`config.mk`:
```
export PLATFORM = sky130hd
export DESIGN_NAME = stream_memory_fetcher_flat
export DESIGN_NICKNAME = d
export VERILOG_FILES = /design/src/rtl/stream_memory_fetcher_if.sv /design/src/rtl/stream_memory_fetcher.sv /design/src/flat_wrapper.sv
export SDC_FILE = /design/constraint.sdc
export NUM_CORES = 1
export LEC_CHECK = 0
export ABC_AREA = 1
export ABC_CLOCK_PERIOD_IN_PS = 5400
export CORE_MARGIN = 2
export CORE_UTILIZATION = 55
export DETAILED_ROUTE_END_ITERATION = 6
export GPL_ROUTABILITY_DRIVEN = 1
export MAX_ROUTING_LAYER = met4
export PLACE_DENSITY = 0.8
export SLEW_MARGIN = 20
export SYNTH_ARGS = -nofsm -noshare
export SYNTH_HDL_FRONTEND = slang
export SYNTH_SLANG_ARGS = --single-unit
```
`constraint.sdc`:
```
create_clock -name clk -period 5.4 [get_ports clk]
set_clock_uncertainty 0.1 [all_clocks]
set_input_delay 1.08 -clock clk [delete_from_list [all_inputs] [get_ports clk]]
set_output_delay 1.08 -clock clk [all_outputs]
set_load 0.03 [all_outputs]
```
`src/rtl/stream_memory_fetcher_if.sv`:
```
// stream_memory_fetcher_if
//   Bundles the fetcher's bus traffic: weight BRAM read port, bias BRAM read
//   port and the valid/ready beat stream toward the MAC array.
//   master : the fetcher (drives read requests and the output stream)
//   slave  : the environment (BRAMs answering reads, consumer driving out_ready)
interface stream_memory_fetcher_if #(
    parameter int BRAM_WIDTH     = 64,
    parameter int N              = 4,
    parameter int PRECISION      = 8,
    parameter int BIAS_PRECISION = 32,
    parameter int W_ADDR_W       = 12,
    parameter int B_ADDR_W       = 8
) ();
    logic                          w_en;
    logic [W_ADDR_W-1:0]           w_addr;
    logic [BRAM_WIDTH-1:0]         w_rdata;
    logic                          b_en;
    logic [B_ADDR_W-1:0]           b_addr;
    logic [BIAS_PRECISION-1:0]     b_rdata;
    logic                          out_valid;
    logic                          out_ready;
    logic [N-1:0][PRECISION-1:0]   out_data;
    logic [BIAS_PRECISION-1:0]     out_bias;
    logic                          out_first;
    logic                          out_last;

    modport master (
        output w_en, w_addr, b_en, b_addr,
        input  w_rdata, b_rdata,
        output out_valid, out_data, out_bias, out_first, out_last,
        input  out_ready
    );

    modport slave (
        input  w_en, w_addr, b_en, b_addr,
        output w_rdata, b_rdata,
        input  out_valid, out_data, out_bias, out_first, out_last,
        output out_ready
    );
endinterface

```
`src/rtl/stream_memory_fetcher.sv`:
```
// stream_memory_fetcher
//   Streams a rows x beats weight matrix out of a 1-cycle-latency BRAM,
//   BPW beats per BRAM word, pairing every beat with its row bias read from
//   a separate bias BRAM. Each job is launched by a start pulse carrying
//   the sizes and base addresses.
// Ports:
//   clk, rst_n            clock, async active-low reset
//   start, cfg_*          job launch (sampled only when idle)
//   busy, done            job in progress / one-cycle completion pulse
//   bus (master)          weight/bias read ports and the output beat stream
module stream_memory_fetcher #(
    parameter int BRAM_WIDTH     = 64,
    parameter int N              = 4,
    parameter int PRECISION      = 8,
    parameter int BIAS_PRECISION = 32,
    parameter int MAX_M          = 64,
    parameter int MAX_BEATS      = 64,
    parameter int W_ADDR_W       = 12,
    parameter int B_ADDR_W       = 8,
    localparam int LANE_W        = N * PRECISION,
    localparam int BPW           = BRAM_WIDTH / LANE_W,
    localparam int ROW_W         = $clog2(MAX_M + 1),
    localparam int BEAT_W        = $clog2(MAX_BEATS + 1)
) (
    input  logic                  clk,
    input  logic                  rst_n,
    input  logic                  start,
    input  logic [ROW_W-1:0]      cfg_rows,
    input  logic [BEAT_W-1:0]     cfg_beats,
    input  logic [W_ADDR_W-1:0]   cfg_w_base,
    input  logic [B_ADDR_W-1:0]   cfg_b_base,
    output logic                  busy,
    output logic                  done,
    stream_memory_fetcher_if.master bus
);
    localparam int TW  = ROW_W + BEAT_W;          // holds rows*beats
    localparam int LIW = (BPW > 1) ? $clog2(BPW) : 1;

    typedef enum logic [1:0] {S_IDLE, S_RUN, S_FINISH} state_t;
    state_t state, state_nx;

    logic [ROW_W-1:0]    rows_q, row_cnt, b_issued;
    logic [BEAT_W-1:0]   beats_q, beat_cnt;
    logic [TW-1:0]       words_q, w_issued, prod_c, words_c;
    logic [W_ADDR_W-1:0] w_base_q;
    logic [B_ADDR_W-1:0] b_base_q;
    logic [LIW-1:0]      lane_cnt;

    // Two-entry word/bias FIFOs; *_pend marks a read whose data lands next cycle.
    logic [BRAM_WIDTH-1:0]     w_mem [2];
    logic                      w_wp, w_rp, w_pend;
    logic [1:0]                w_cnt;
    logic [BIAS_PRECISION-1:0] b_mem [2];
    logic                      b_wp, b_rp, b_pend;
    logic [1:0]                b_cnt;

    logic start_ok, hs, row_end, is_last, w_pop, b_pop, w_issue, b_issue, valid;

    assign start_ok = (state == S_IDLE) && start;
    assign prod_c   = TW'(cfg_rows) * TW'(cfg_beats);
    assign words_c  = (prod_c + TW'(BPW - 1)) / TW'(BPW);

    assign valid    = (state == S_RUN) && (w_cnt != 2'd0) && (b_cnt != 2'd0);
    assign hs       = valid && bus.out_ready;
    assign row_end  = (beat_cnt == beats_q - BEAT_W'(1));
    assign is_last  = row_end && (row_cnt == rows_q - ROW_W'(1));
    // A word leaves once its last lane goes out; the job's final beat also
    // retires the last word even when trailing lanes are unused.
    assign w_pop    = hs && ((lane_cnt == LIW'(BPW - 1)) || is_last);
    assign b_pop    = hs && row_end;

    // Credit: buffered + in-flight must stay below 2, a same-cycle pop frees one.
    assign w_issue  = (state == S_RUN) && (w_issued < words_q) &&
                      ((3'(w_cnt) + 3'(w_pend)) < (3'd2 + 3'(w_pop)));
    assign b_issue  = (state == S_RUN) && (b_issued < rows_q) &&
                      ((3'(b_cnt) + 3'(b_pend)) < (3'd2 + 3'(b_pop)));

    assign bus.w_en      = w_issue;
    assign bus.w_addr    = w_issue ? w_base_q + W_ADDR_W'(w_issued) : '0;
    assign bus.b_en      = b_issue;
    assign bus.b_addr    = b_issue ? b_base_q + B_ADDR_W'(b_issued) : '0;
    assign bus.out_valid = valid;
    assign bus.out_data  = valid ? w_mem[w_rp][lane_cnt*LANE_W +: LANE_W] : '0;
    assign bus.out_bias  = valid ? b_mem[b_rp] : '0;
    assign bus.out_first = valid && (beat_cnt == '0);
    assign bus.out_last  = valid && is_last;
    assign busy          = (state != S_IDLE);
    assign done          = (state == S_FINISH);

    always_comb begin
        state_nx = state;
        case (state)
            S_IDLE:   if (start) state_nx = (cfg_rows != '0 && cfg_beats != '0) ? S_RUN : S_FINISH;
            S_RUN:    if (hs && is_last) state_nx = S_FINISH;
            S_FINISH: state_nx = S_IDLE;
            default:  state_nx = S_IDLE;
        endcase
    end

    always_ff @(posedge clk or negedge rst_n) begin
        if (!rst_n) state <= S_IDLE;
        else        state <= state_nx;
    end

    // Job configuration and sequencing counters
    always_ff @(posedge clk or negedge rst_n) begin
        if (!rst_n) begin
            rows_q <= '0; beats_q <= '0; words_q <= '0;
            w_base_q <= '0; b_base_q <= '0;
            w_issued <= '0; b_issued <= '0;
            row_cnt <= '0; beat_cnt <= '0; lane_cnt <= '0;
        end else if (start_ok) begin
            rows_q <= cfg_rows; beats_q <= cfg_beats; words_q <= words_c;
            w_base_q <= cfg_w_base; b_base_q <= cfg_b_base;
            w_issued <= '0; b_issued <= '0;
            row_cnt <= '0; beat_cnt <= '0; lane_cnt <= '0;
        end else begin
            if (w_issue) w_issued <= w_issued + TW'(1);
            if (b_issue) b_issued <= b_issued + ROW_W'(1);
            if (hs) begin
                if (row_end) begin
                    beat_cnt <= '0;
                    row_cnt  <= row_cnt + ROW_W'(1);
                end else begin
                    beat_cnt <= beat_cnt + BEAT_W'(1);
                end
                // Lanes run straight across row boundaries (rows may start mid-word).
                lane_cnt <= w_pop ? '0 : lane_cnt + LIW'(1);
            end
        end
    end

    // FIFOs: reset drops pending reads, so data returning after reset is ignored.
    always_ff @(posedge clk or negedge rst_n) begin
        if (!rst_n) begin
            w_mem[0] <= '0; w_mem[1] <= '0;
            w_wp <= 1'b0; w_rp <= 1'b0; w_cnt <= '0; w_pend <= 1'b0;
            b_mem[0] <= '0; b_mem[1] <= '0;
            b_wp <= 1'b0; b_rp <= 1'b0; b_cnt <= '0; b_pend <= 1'b0;
        end else begin
            w_pend <= w_issue;
            if (w_pend) begin
                w_mem[w_wp] <= bus.w_rdata;
                w_wp        <= ~w_wp;
            end
            if (w_pop) w_rp <= ~w_rp;
            w_cnt <= w_cnt + 2'(w_pend) - 2'(w_pop);

            b_pend <= b_issue;
            if (b_pend) begin
                b_mem[b_wp] <= bus.b_rdata;
                b_wp        <= ~b_wp;
            end
            if (b_pop) b_rp <= ~b_rp;
            b_cnt <= b_cnt + 2'(b_pend) - 2'(b_pop);
        end
    end
endmodule

```
`src/flat_wrapper.sv`:
```
// flat-port wrapper written by rule: the top's interface ports become plain ports
module stream_memory_fetcher_flat 
#(
    parameter int BRAM_WIDTH     = 64,
    parameter int N              = 4,
    parameter int PRECISION      = 8,
    parameter int BIAS_PRECISION = 32,
    parameter int MAX_M          = 64,
    parameter int MAX_BEATS      = 64,
    parameter int W_ADDR_W       = 12,
    parameter int B_ADDR_W       = 8,
    localparam int LANE_W        = N * PRECISION,
    localparam int BPW           = BRAM_WIDTH / LANE_W,
    localparam int ROW_W         = $clog2(MAX_M + 1),
    localparam int BEAT_W        = $clog2(MAX_BEATS + 1)
)
  (clk, rst_n, start, cfg_rows, cfg_beats, cfg_w_base, cfg_b_base, busy, done, bus_w_en, bus_w_addr, bus_b_en, bus_b_addr, bus_w_rdata, bus_b_rdata, bus_out_valid, bus_out_data, bus_out_bias, bus_out_first, bus_out_last, bus_out_ready);
  stream_memory_fetcher_if #(.BRAM_WIDTH(BRAM_WIDTH), .N(N), .PRECISION(PRECISION), .BIAS_PRECISION(BIAS_PRECISION), .W_ADDR_W(W_ADDR_W), .B_ADDR_W(B_ADDR_W)) bus_i ();
  input  logic clk;
  input  logic rst_n;
  input  logic start;
  input  logic [ROW_W-1:0] cfg_rows;
  input  logic [BEAT_W-1:0] cfg_beats;
  input  logic [W_ADDR_W-1:0] cfg_w_base;
  input  logic [B_ADDR_W-1:0] cfg_b_base;
  output logic busy;
  output logic done;
  output wire logic [$bits(bus_i.w_en)-1:0] bus_w_en;
  output wire logic [$bits(bus_i.w_addr)-1:0] bus_w_addr;
  output wire logic [$bits(bus_i.b_en)-1:0] bus_b_en;
  output wire logic [$bits(bus_i.b_addr)-1:0] bus_b_addr;
  input wire logic [$bits(bus_i.w_rdata)-1:0] bus_w_rdata;
  input wire logic [$bits(bus_i.b_rdata)-1:0] bus_b_rdata;
  output wire logic [$bits(bus_i.out_valid)-1:0] bus_out_valid;
  output wire logic [$bits(bus_i.out_data)-1:0] bus_out_data;
  output wire logic [$bits(bus_i.out_bias)-1:0] bus_out_bias;
  output wire logic [$bits(bus_i.out_first)-1:0] bus_out_first;
  output wire logic [$bits(bus_i.out_last)-1:0] bus_out_last;
  input wire logic [$bits(bus_i.out_ready)-1:0] bus_out_ready;
  assign bus_w_en = bus_i.w_en;
  assign bus_w_addr = bus_i.w_addr;
  assign bus_b_en = bus_i.b_en;
  assign bus_b_addr = bus_i.b_addr;
  assign bus_i.w_rdata = bus_w_rdata;
  assign bus_i.b_rdata = bus_b_rdata;
  assign bus_out_valid = bus_i.out_valid;
  assign bus_out_data = bus_i.out_data;
  assign bus_out_bias = bus_i.out_bias;
  assign bus_out_first = bus_i.out_first;
  assign bus_out_last = bus_i.out_last;
  assign bus_i.out_ready = bus_out_ready;
  stream_memory_fetcher #(.BRAM_WIDTH(BRAM_WIDTH), .N(N), .PRECISION(PRECISION), .BIAS_PRECISION(BIAS_PRECISION), .MAX_M(MAX_M), .MAX_BEATS(MAX_BEATS), .W_ADDR_W(W_ADDR_W), .B_ADDR_W(B_ADDR_W)) u_core (.clk(clk), .rst_n(rst_n), .start(start), .cfg_rows(cfg_rows), .cfg_beats(cfg_beats), .cfg_w_base(cfg_w_base), .cfg_b_base(cfg_b_base), .busy(busy), .done(done), .bus(bus_i));
endmodule
```
==> flow_metrics.tcl <==
set metrics [dict create \
    outcome "finished clean" \
    hold_depth 2 \
    post-route-period-util 0.921 \
    rows 63 \
    worst_ep_arrival_time_ns 5.28 \
    clkTransAtPathRegs_ns 0.06 \
    synth_edf_count 0 \
    final_cell_mix "nand2_1 (573), o21ai_0 (298), dfrtp_1 (286)" \
    peakVddDrop_uv 270 \
    reg2reg_slack_ns 2.71 \
    hold_viol_final 0 \
    cts_hold_buffers 0 \
    total_leakage_power_nw 10.4 \
    rr_worst_depth 15 \
    final_max_slew_viol_count 0 \
    final_util 0.680 \
    globalRoute.totalOverflow 0 \
    startpoint_type "primary input" \
    cap_violations 0 \
    fin_tns_setup_ns 0 \
    io_buffer_count 224 \
    grt_pass1_vias 14372 \
    die_area_sq_mm 0.0316 \
    avgSynthCellArea_sq_um 7.71 \
    syn_area_sq_mm 0.0166 \
    min_to "u_core.w_mem[13]" \
    path_delay_family "adder cells" \
    layout-drive-gt1-share 0.0547 \
    drc 0 \
    power-per-cell-area_mw_per_mm2 548 \
    dr.pass1.iters 5 \
    worst_skew_pair.late_latency_ns 0.56 \
    hp-class "reg -> reg" \
    cts_setup_buffers 0 \
    setup_viol 0 \
    synth_nets 2400 \
    critical_path.slowest_cell "fa_1" \
    fill_cells 2465 \
    rsz0062_at_grt "no" \
    chipHeight_microns 178 \
    crit_type "in -> reg" \
    final_common_cell "nand2_1" \
    ys_seq_area_frac 0.432 \
    tightest_slew_ns 0.942 \
    crit_cells 19 \
    cp.required_ns 5.70 \
    synth_warnings 0 \
    numCtsBuffers 30 \
    grt_max_degree 129 \
    crit_fanout 4 \
    rr_startpoint "u_core.beats_q[0]" \
    wire_per_inst_microns 15.5 \
    clock-root-buffer "clkbuf_16" \
    clockBufferDepth 3 \
    crit_path_max_incr_delay_ns 0.55 \
    grt_pass1_wl_microns 69500 \
    drt_wl_total_microns 42700 \
    hpwlAfterDp_microns 28700 \
    final_nets 2579 \
    synthFlopType "dfrtp_1" \
    start_util 0.559 \
    ys_seq_elements 287 \
    antenna_found_initial 1 \
    hold_path.startpoint "u_core.w_mem[13]" \
    layout_min_cycle_time_ns 4.97 \
    io_pins 225 \
    gp_congestion 0.848 \
    synth_cell_types 50 \
    first_iter_violations 1313 \
    max_freq_mhz 201 \
    vias 14791 \
    postCtsResizedCells 0 \
    timing.rr.end "u_core.b_issued[2]" \
    area_growth_pct 21.6 \
    viasPerCell 5.38 \
    htree_levels 1 \
    die_w_microns 178 \
    worstSetupEndpointType "flop" \
    path_buf_inv 4 \
    ant_nets 0 \
    clock_sinks 287 \
    tritoncts "yes" \
    synthArstFlopShare 1.00 \
    grt_usage 0.278 \
    cp_cell_sequence "clkdlybuf4s50_1 -> nand2_1 -> fa_1 -> fa_1 -> inv_1 -> fa_1 -> inv_1 -> fa_1 -> inv_1 -> ha_1 -> a21o_1 -> a21oi_1 -> o21ai_0 -> nand2_1 -> nand2_1 -> nand2_1 -> nand3_1 -> nand3_1 -> o21ai_0" \
    synth_cells 2156 \
    slew_headroom 0.371 \
    fp.coreArea_sq_mm 0.0297 \
]
==> logic make-up after synthesis <==
| logic type | share of synthesized area |
|---|---|
| xor gates and xnor gates | 0.0258 |
| DFF | 0.432 |
| and+or+nand+nor | 0.231 |
| AOI/OAI and AO/OA | 0.129 |
| buffers and inverters | 0.0882 |
| adders and majority gates | 0.0946 |
==> how the worst max path moves through the flow <==
stage,startpoint,to,slack (ns)
finish,cfg_beats[6],u_core.words_q[10],0.43
global route,cfg_rows[0],u_core.words_q[10],0.15
CTS,cfg_beats[6],u_core.words_q[10],0.41
detailed placement,cfg_beats[6],u_core.words_q[10],-0.15
global placement,cfg_beats[6],u_core.words_q[10],-0.14
floorplan,cfg_beats[6],u_core.words_q[10],0.34
==> state kept, by name (all words and copies together) (netlist names), 7 cells and up <==
| name | count |
|---|---|
| u_core.beat_cnt | 7 |
| u_core.w_issued | 14 |
| u_core.beats_q | 7 |
| u_core.b_mem | 64 |
| u_core.b_issued | 7 |
| u_core.rows_q | 7 |
| u_core.w_mem | 128 |
| u_core.row_cnt | 7 |
| u_core.w_base_q | 12 |
| u_core.words_q | 13 |
| u_core.b_base_q | 8 |
==> cell usage after synthesis, types with 2 or more instances <==
cell / n / area share
o2111ai_1: 2 / 0.0011
nand3_1: 64 / 0.019
nand2_8: 2 / 0.0024
nand2_1: 576 / 0.13
o21ai_0: 298 / 0.090
clkinv_1: 2 / 0.00045
nor2_2: 11 / 0.0041
nor3_4: 5 / 0.0049
nor2_4: 2 / 0.0014
buf_2: 6 / 0.0018
clkbuf_1: 94 / 0.021
nand2_4: 2 / 0.0014
xor2_1: 33 / 0.017
a211oi_1: 2 / 0.00090
a21oi_1: 98 / 0.030
xnor2_1: 16 / 0.0084
nand3_2: 8 / 0.0048
a31oi_1: 2 / 0.00075
nand4_1: 24 / 0.0090
or2_2: 4 / 0.0015
inv_2: 4 / 0.00090
nor3_1: 8 / 0.0024
nor4_1: 2 / 0.00075
nand2_2: 2 / 0.00075
o21bai_1: 2 / 0.00090
nor2_1: 196 / 0.044
inv_1: 264 / 0.060
buf_1: 8 / 0.0018
ha_1: 84 / 0.063
fa_1: 26 / 0.031
and3_1: 2 / 0.00075
a21o_1: 2 / 0.00090
dfrtp_1: 287 / 0.43
o22ai_1: 2 / 0.00075
==> metal layers <==
layer	GRT usage	vias up	part of all wire
met5	-	-	0
met4	0.0864	0	0.027
met3	0.0308	89	0.055
met2	0.473	425	0.50
met1	0.348	7113	0.41
li1	-	7164	-
==> through the flow <==
step / power [mW] / hold slack (ns) / std cells / setup WS, ns / instance area (sq um)
after detailed placement: 8.94 / 0.369 / 2693 / -0.154 / 19200
after floorplan: 7.26 / 0.348 / 2156 / 0.342 / 16600
after CTS: 11.1 / 0.384 / 2747 / 0.406 / 20200
after global placement: 8.74 / 0.360 / 2693 / -0.144 / 19200
final: 11.1 / 0.382 / 2748 / 0.426 / 20200
after global routing: 11.9 / 0.399 / 2748 / 0.152 / 20200
==> where the power goes <==
part	switching (mW)	internal, mW	leakage (nW)
clock network	0.846	1.26	0.492
logic	3.32	1.91	6.30
registers	0.606	3.12	3.57
total	4.78	6.29	10.4
==> layout make-up <==
class                   count  area [sq um]  share of cell area
multi-input cells        1487          7990               0.395
flip-flops and latches    287          7180               0.356
repair buffers            259          2530               0.125
inverters                 270          1010              0.0502
clock buffers              46           882              0.0437
well taps                 390           488              0.0242
clock inverters             8           119             0.00588
diodes                      1          2.50            0.000124
==> worst register-to-register path: cells and delay by family (launching register included) <==
kind            cells  cell delay (ns)
flops               1             0.46
fa+ha+maj           1             0.29
compound gates      2             0.31
buf+inv             4             0.46
simple gates        8             0.98
Power figures use the tool's default switching activity.
==> patch: new RTL, same settings <==
Add an input register stage for `cfg_beats`, without a reset; this delays it by one clock. The other inputs are not delayed to match.
--- a/src/rtl/stream_memory_fetcher.sv
+++ b/src/rtl/stream_memory_fetcher.sv
@@ -39,2 +39,9 @@
     typedef enum logic [1:0] {S_IDLE, S_RUN, S_FINISH} state_t;
+
+    logic [BEAT_W-1:0] cfg_beats_q;
+
+    always_ff @(posedge clk) begin
+        cfg_beats_q <= cfg_beats;
+    end
+
     state_t state, state_nx;
@@ -59,3 +66,3 @@
     assign start_ok = (state == S_IDLE) && start;
-    assign prod_c   = TW'(cfg_rows) * TW'(cfg_beats);
+    assign prod_c   = TW'(cfg_rows) * TW'(cfg_beats_q);
     assign words_c  = (prod_c + TW'(BPW - 1)) / TW'(BPW);
@@ -92,3 +99,3 @@
         case (state)
-            S_IDLE:   if (start) state_nx = (cfg_rows != '0 && cfg_beats != '0) ? S_RUN : S_FINISH;
+            S_IDLE:   if (start) state_nx = (cfg_rows != '0 && cfg_beats_q != '0) ? S_RUN : S_FINISH;
             S_RUN:    if (hs && is_last) state_nx = S_FINISH;
@@ -112,3 +119,3 @@
         end else if (start_ok) begin
-            rows_q <= cfg_rows; beats_q <= cfg_beats; words_q <= words_c;
+            rows_q <= cfg_rows; beats_q <= cfg_beats_q; words_q <= words_c;
             w_base_q <= cfg_w_base; b_base_q <= cfg_b_base;
Formal check against the unedited RTL: not equivalent (Yosys sat finds a counterexample within 4 cycles, from zero or initial values and one cycle with rst_n low).
==> patch against the original RTL <==
  * Sequential share of layout area rose by 0.65 points
  * Synthesized area barely moved
  * Total power fell by 0.60%
  * First-iteration DRC count fell by 6.3%
  * Critical path depth fell by 1
  * Count of clock-buffer cells in the layout rose by 7
  * Core utilization rose by 0.080 points
  * Wire length fell by 3.3%
  * Clock power rose by 5%
  * Sequential cell count rose by 7
  * Design area rose by 0.12%
  * Setup slack improved by 15 ps
  * Critical path type unchanged
  * Largest cell class unchanged
==> patch: results (changes against the original RTL) <==
outcome=finished clean; top post-synthesis cells by area=dfrtp_1, nand2_1, o21ai_0; syn_nets=2,408 (+0.33%); vias=14,600 (-1.2%); CP arrival=5210 ps (-70 ps); dpl ws=-88.1 ps (+66.2 ps); Total GRT Usage=26.8% (-0.93 points); highest net fanout along the worst path=5 (+1); nets@finish=2,583 (+0.16%); maximum vdd drop=0.000279 V (+3.4%); layout cells sized above 1=4.40% (-1.1 points); final WL=41.3 mm (-3.3%); Cell Int Power=0.00633 W (+0.64%); Post-synth top cells=nand2_1, o21ai_0, dfrtp_1; WL/cell=15.0 um (-3.5%); sequential-to-total area share from yosys stat=44.0% (+0.81 points); Comb group=0.00503 W (-4.0%); Placed Area=19,100 um2 (-0.34%); Leakage=10.4 nW (+0.28%); half-perimeter wire length after placement=27.8 mm (-3.4%); Synth cell types=47 (-6.0%); Async SR Flop Fraction=97.6% (-2.4 points); clock power share=20.2% (+1.2 points); vias in the first global route=14,000 (-2.3%); Sw Share=42.4% (-0.71 points); global-route wire length before repair=67.5 mm (-2.9%)
[patch: worst max-delay path: stages]
cell and delay [ps]:
clkdlybuf4s50_1 520, nand2_1 90, fa_1 480, fa_1 550, inv_1 50, fa_1 530
inv_1 50, fa_1 530, inv_1 40, ha_1 340, a21o_1 190, nand3_1 70
nand2_1 50, nand2_1 50, o2111ai_1 130, or2_2 300, nand3_1 70, o21ai_0 80
[patch: path summary, 6_finish.rpt]
check,start,to,slack [ps],cells after the start
max,cfg_rows[2],u_core.words_q[12],440,18
min,u_core.w_mem[48],u_core.w_mem[48],380,2
max reg2reg,u_core.cfg_beats_q[5],u_core.words_q[12],940,17
min reg2reg,u_core.w_mem[48],u_core.w_mem[48],380,2
max in group asynchronous,rst_n,u_core.w_rp,3470,2
min in group asynchronous,rst_n,u_core.w_mem[102],570,1
[patch: layer usage]
metal | track usage (%) | vias to the layer above | wire (um) | share of wire (%)
li1 | - | 7217 | - | -
met1 | 35.3 | 6901 | 18200 | 44
met2 | 43.6 | 431 | 19600 | 48
met3 | 3.94 | 71 | 2360 | 5.7
met4 | 7.38 | 0 | 1040 | 2.5
met5 | - | - | 0 | 0
[patch: layout make-up]
| type | instances | area [um2] | area share, % |
|---|---|---|---|
| clock buffer | 53 | 1010 | 5.01 |
| tap | 390 | 488 | 2.41 |
| sequential | 294 | 7320 | 36.2 |
| antenna | 1 | 2.50 | 0.0124 |
| timing repair buffer | 248 | 2430 | 12.0 |
| clock inverter | 7 | 71.3 | 0.353 |
| multi-input combinational | 1487 | 7870 | 38.9 |
| inverter | 274 | 1030 | 5.08 |
[patch: cells by family after synthesis]
kind of cell	Yosys count	synth area share, %
flops	294	44.0
mux	1	0.0602
compound gates	426	13.3
xor+xnor	41	2.16
fa+ha+maj	110	9.45
buf+inv	383	8.80
simple gates	909	22.3
